===== config.mk =====
export PLATFORM = sky130hd
export DESIGN_NAME = conv_feeder
export DESIGN_NICKNAME = d
export VERILOG_FILES = /design/src/rtl/conv_feeder.sv
export SDC_FILE = /design/constraint.sdc
export NUM_CORES = 1
export LEC_CHECK = 0
export BUFFER_PORTS_ARGS = -buffer_cell sky130_fd_sc_hd__buf_4
export CAP_MARGIN = 20
export CORE_MARGIN = 1.5
export CORE_UTILIZATION = 55
export CTS_CLUSTER_DIAMETER = 60
export CTS_CLUSTER_SIZE = 40
export DETAILED_ROUTE_END_ITERATION = 12
export GPL_ROUTABILITY_DRIVEN = 0
export GPL_TIMING_DRIVEN = 0
export PLACE_DENSITY = 0.83
export SLEW_MARGIN = 5
export SYNTH_ARGS = -nofsm -noshare
export SYNTH_HDL_FRONTEND = slang
export SYNTH_SLANG_ARGS = --single-unit

===== constraint.sdc =====
create_clock -name clk -period 4 [get_ports clk]
set_input_delay 0.6 -clock clk [delete_from_list [all_inputs] [get_ports clk]]
set_output_delay 0.6 -clock clk [all_outputs]
set_load 0.03 [all_outputs]

===== src/rtl/conv_feeder.sv =====
// Convolution job sequencer: streams input/weight words from source memory to the
// accelerator, captures result words into destination memory, reports job status.
module conv_feeder #(
  parameter int unsigned N_IN_WORDS  = 289,
  parameter int unsigned N_W_WORDS   = 36,
  parameter int unsigned N_OUT_WORDS = 256,
  parameter int unsigned TIMEOUT     = 65535
) (
  input  logic        clk,
  input  logic        rst_n,
  input  logic        go,
  output logic        busy,
  output logic        done,
  output logic        err,
  output logic        src_rd,
  output logic [8:0]  src_addr,
  input  logic [31:0] src_data,
  output logic        start,
  output logic [31:0] i_data,
  output logic        i_valid,
  output logic        d_type,
  input  logic [31:0] o_data,
  input  logic        o_valid,
  input  logic        finish,
  output logic        dst_we,
  output logic [7:0]  dst_addr,
  output logic [31:0] dst_data
);

  localparam int unsigned N_TOTAL = N_IN_WORDS + N_W_WORDS;
  localparam int unsigned RD_W    = 10;
  localparam int unsigned OUT_W   = 9;
  localparam int unsigned TMO_W   = 16;

  typedef enum logic [4:0] {
    S_IDLE  = 5'b00001,
    S_START = 5'b00010,
    S_LOAD  = 5'b00100,
    S_WAIT  = 5'b01000,
    S_DONE  = 5'b10000
  } state_t;

  state_t            state;
  logic [RD_W-1:0]   rd_cnt;
  logic [OUT_W-1:0]  out_cnt;
  logic [OUT_W-1:0]  out_cnt_n;
  logic [TMO_W-1:0]  tmo_cnt;
  logic              ovf;
  logic              ovf_n;
  logic              early;
  logic              early_n;
  logic              capturing;
  logic              cap_ok;
  logic              tmo_hit;
  logic              err_n;

  // Source data arrives one cycle after the read, so it is forwarded while i_valid is high.
  assign i_data = i_valid ? src_data : 32'h0;

  // Next values of the status trackers, so a result word or finish landing in the
  // completion cycle is already reflected in err.
  always_comb begin
    capturing = (state == S_LOAD) || (state == S_WAIT);
    cap_ok    = capturing && o_valid && (out_cnt < OUT_W'(N_OUT_WORDS));
    out_cnt_n = cap_ok ? out_cnt + OUT_W'(1) : out_cnt;
    ovf_n     = ovf | (capturing && o_valid && (out_cnt >= OUT_W'(N_OUT_WORDS)));
    early_n   = early | ((state == S_LOAD) && finish);
    tmo_hit   = (state == S_WAIT) && !finish &&
                (({1'b0, tmo_cnt} + 17'd1) >= 17'(TIMEOUT));
    err_n     = ovf_n | tmo_hit | early_n | (out_cnt_n != OUT_W'(N_OUT_WORDS));
  end

  always_ff @(posedge clk or negedge rst_n) begin
    if (!rst_n) begin
      state    <= S_IDLE;
      busy     <= 1'b0;
      done     <= 1'b0;
      err      <= 1'b0;
      src_rd   <= 1'b0;
      src_addr <= '0;
      start    <= 1'b0;
      i_valid  <= 1'b0;
      d_type   <= 1'b0;
      dst_we   <= 1'b0;
      dst_addr <= '0;
      dst_data <= '0;
      rd_cnt   <= '0;
      out_cnt  <= '0;
      tmo_cnt  <= '0;
      ovf      <= 1'b0;
      early    <= 1'b0;
    end else begin
      start    <= 1'b0;
      done     <= 1'b0;
      src_rd   <= 1'b0;
      src_addr <= '0;
      i_valid  <= src_rd;
      d_type   <= src_rd && (src_addr >= 9'(N_IN_WORDS));
      dst_we   <= cap_ok;
      dst_addr <= cap_ok ? out_cnt[7:0] : 8'h0;
      dst_data <= cap_ok ? o_data : 32'h0;
      out_cnt  <= out_cnt_n;
      ovf      <= ovf_n;
      early    <= early_n;

      // Read issue continues from START through LOAD until every word is requested.
      if (((state == S_START) || (state == S_LOAD)) && (rd_cnt < RD_W'(N_TOTAL))) begin
        src_rd   <= 1'b1;
        src_addr <= rd_cnt[8:0];
        rd_cnt   <= rd_cnt + RD_W'(1);
      end

      case (state)
        S_IDLE: begin
          if (go) begin
            state    <= S_START;
            busy     <= 1'b1;
            start    <= 1'b1;
            src_rd   <= 1'b1;
            src_addr <= '0;
            rd_cnt   <= RD_W'(1);
            out_cnt  <= '0;
            tmo_cnt  <= '0;
            ovf      <= 1'b0;
            early    <= 1'b0;
            err      <= 1'b0;
          end
        end
        S_START: state <= S_LOAD;
        S_LOAD: begin
          // Last word is on i_valid with no read outstanding behind it.
          if (i_valid && !src_rd) begin
            tmo_cnt <= '0;
            if (early_n) begin
              state <= S_DONE;
              done  <= 1'b1;
              err   <= err_n;
            end else begin
              state <= S_WAIT;
            end
          end
        end
        S_WAIT: begin
          tmo_cnt <= (tmo_cnt == '1) ? tmo_cnt : tmo_cnt + TMO_W'(1);
          if (finish || tmo_hit) begin
            state <= S_DONE;
            done  <= 1'b1;
            err   <= err_n;
          end
        end
        S_DONE: begin
          state <= S_IDLE;
          busy  <= 1'b0;
        end
        default: begin
          state <= S_IDLE;
          busy  <= 1'b0;
        end
      endcase
    end
  end

endmodule

==> results.md <==
* Vias in the first global route at 3738
* Class of the worst hold path: input port to asynchronous set/reset pin
* Core box area at 8300 um^2
* Critical Path AT at 3.44 ns
* # Max-Cap Violations at 0
* Crit. End Element: register
* Max_slew headroom at 0.631
* GRT Overall Usage at 0.263
* Adder-Cell Fraction of Synth Area at 0.0183
* CTS clk-pin slew, worst paths at 0.11 ns
* Initial antenna violation count at 0
* Top-Level Pins at 158
* Least-Margin Pin Slew at 0.539 ns
* Peak supply drop at 0.360 mV
* Syn Nets at 548
* P_leak at 0.00321 uW
* DRC Markers at 0
* Ant diodes at 0
* Synthesized cell area at 4780 um^2
* CTS tree: done
* Ys Warns at 0
* Footprint of the multi-input gates at 2130 um^2
* Layout fillers at 569
* Initial Utilization at 0.576
* Setup Buffers After CTS at 0
* R2r startpoint: state[1]
* Largest family of logic cells by synthesized area: simple AND/OR/NAND/NOR gates
* First-pass GRT wire length at 18300 um
* Compound-Gate Fraction of Synth Area at 0.116
* Num CTS Buffers at 9
* CP startpoint kind: register
* Clock insertion delay at the later pin of the skew report at 0.38 ns
* Minimum clock period at 3.17 ns
* Final WS setup at 0.835 ns
* Routed Antenna Nets at 0
* Power density cells at 422 nW/um^2
* Layout Cells excl Fill at 751
* Reg2reg setup slack at 0.83 ns
* TritonCTS sink count at 99
* Post-synth EDFFs at 0
* Via count at 4086
* Simple-Gate Fraction of Synth Area at 0.277
* TNS Setup at 0 ns
* Total wire length at 12000 um
* Worst hold margin at 0.127 ns
* Worst r2r path cells at 10
* Final Max Slew Viols at 0
* H-tree depth at 3
* Mux contribution to synthesized area at 0.00209
* #FFs+latches synth at 99
* Width of the die at 96.2 um
* Count of cell types in the netlist at 62
* Die ar. at 9260 um^2
* Fmax at 316 MHz
* Post-Place Cells at 735
* Largest net degree at the start of global routing at 74
* Die span in y at 96.2 um
* Site row count at 33
* DR WL/cell at 16.0 um
* # setup viols final at 0
* Predominant post-synthesis flop cell: dfrtp_1
* Iteration-0 DRC Markers at 350
* Area after DPL at 6120 um^2
* Synthesized-area fraction occupied by xor and xnor cells at 0.0330
* Commonest non-fill, non-tap cells in the layout: buf_4, dfrtp_1, and2_1, nor2_1, o21ai_0
* Critical path class: register to register
* Area grow syn2layout at 32.0%
* CTS root buf: clkbuf_8
* Reg2reg end: err
* # resized after CTS at 0
* RSZ-0062 raised after global routing: false
* CP max FO at 11
* Syn_area_per_cell at 10.1 um^2
* Number of I/O port buffers at 157
* Sequential area share after synthesis at 0.518
* DP Wirelength at 8960 um
* Register area at 2480 um^2
* Final Hold Fails at 0
* Vias/cell at 5.44
* Final period utilization at 0.791
* Final nets at 717
* Gr ovfl total at 0
* CTS max path bufs at 2
* Gate Count Post-Synth at 472
* Synth async-reset ratio at 1.00
* DRT Pass-1 Iters at 5
* Most common cell after layout, fill and taps aside: buf_4
* Cts hold-fix bufs at 0
* Outcome: finished, final reports clean
* Final worst clock skew at 0.0193 ns
* Finished Cell Area at 6310 um^2
* Place WS at 0.980 ns
* Required time of the critical path at 4.27 ns
* Share of layout cells above drive strength 1 at 0.320
critical path, stage by stage, from the launching register on:
cell and delay [ns]:
dfrtp_1 0.38, buf_2 0.19, nor3_4 0.29, nand3_1 0.26, inv_1 0.15, buf_2 0.22, clkbuf_1 0.36, ha_1 0.34
a2111oi_0 0.51, nand4_1 0.15, a21o_1 0.20
metal layers:
| metal | global-route usage | wire length, um | share of wire |
|---|---|---|---|
| met2 | 0.454 | 6180 | 0.52 |
| met1 | 0.322 | 4700 | 0.39 |
| met4 | 0.110 | 251 | 0.021 |
| met3 | 0.0466 | 851 | 0.071 |
| met5 | 0 | 0 | 0 |
through the flow:
step,power [uW],utilization
global route,2810,0.761
CTS,2680,0.761
finish,2660,0.761
floorplan,1700,-
detailed placement,2050,0.737
global placement,2030,0.734
worst max path at each step:
stage              from  end  slack, ns  depth (start not counted)
6_report       state[1]  err       0.83                         10
5_1_grt        state[1]  err       0.64                         10
4_1_cts        state[1]  err       0.86                         10
3_5_place_dp   state[1]  err       0.98                         10
3_3_place_gp   state[1]  err       0.96                         10
2_1_floorplan  state[1]  err       1.56                         10
power by group:
group	switching, uW	total [uW]	internal [uW]
registers	45.3	1110	1060
clock network	389	634	245
logic	569	926	357
total	1000	2660	1660
logic make-up (layout without fill, tap and decap cells):
kind of cell    Yosys count  in the layout
buf+inv                  38            212
flops                    99             99
compound gates           86             86
xor+xnor                 18             18
simple gates            223            223
fa+ha+maj                 7              7
mux                       1              1
cell usage after synthesis (all sizes together) (2+ instances only):
master / number / share of area
a211o: 2 / 0.0037
a21o: 2 / 0.0031
a21oi: 20 / 0.021
a31oi: 3 / 0.0039
and2: 77 / 0.10
and3: 12 / 0.016
and4: 3 / 0.0055
buf: 16 / 0.018
clkbuf: 15 / 0.012
dfrtp: 98 / 0.51
ha: 7 / 0.018
inv: 7 / 0.0055
nand2: 26 / 0.021
nand2b: 6 / 0.0079
nand3: 15 / 0.019
nand4: 14 / 0.018
nand4b: 3 / 0.0055
nor2: 36 / 0.029
nor2b: 6 / 0.0079
nor3: 8 / 0.012
nor3b: 2 / 0.0031
nor4: 5 / 0.013
o211ai: 3 / 0.0047
o21ai: 30 / 0.031
o21ba: 2 / 0.0042
o21bai: 2 / 0.0055
o22ai: 3 / 0.0039
o31a: 2 / 0.0037
o31ai: 6 / 0.0094
o41ai: 2 / 0.0037
or2: 2 / 0.0026
or3: 3 / 0.0050
xnor2: 5 / 0.0092
xor2: 13 / 0.024
sequential cells by signal, indices dropped and copies added, names as in the netlist, 5 cells and up:
signal,flops
dst_addr,8
state,5
out_cnt,9
tmo_cnt,16
dst_data,32
src_addr,9
rd_cnt,10
final cells by class:
| type | instances | area share |
|---|---|---|
| plain buffers | 31 | 0.0228 |
| clock buffers | 9 | 0.0196 |
| clock inverters | 7 | 0.0111 |
| inverters | 7 | 0.00416 |
| multi-input cells | 335 | 0.338 |
| flip-flops and latches | 99 | 0.393 |
| well taps | 105 | 0.0208 |
| repair buffers | 158 | 0.191 |
(Power assumes the default switching activity.)
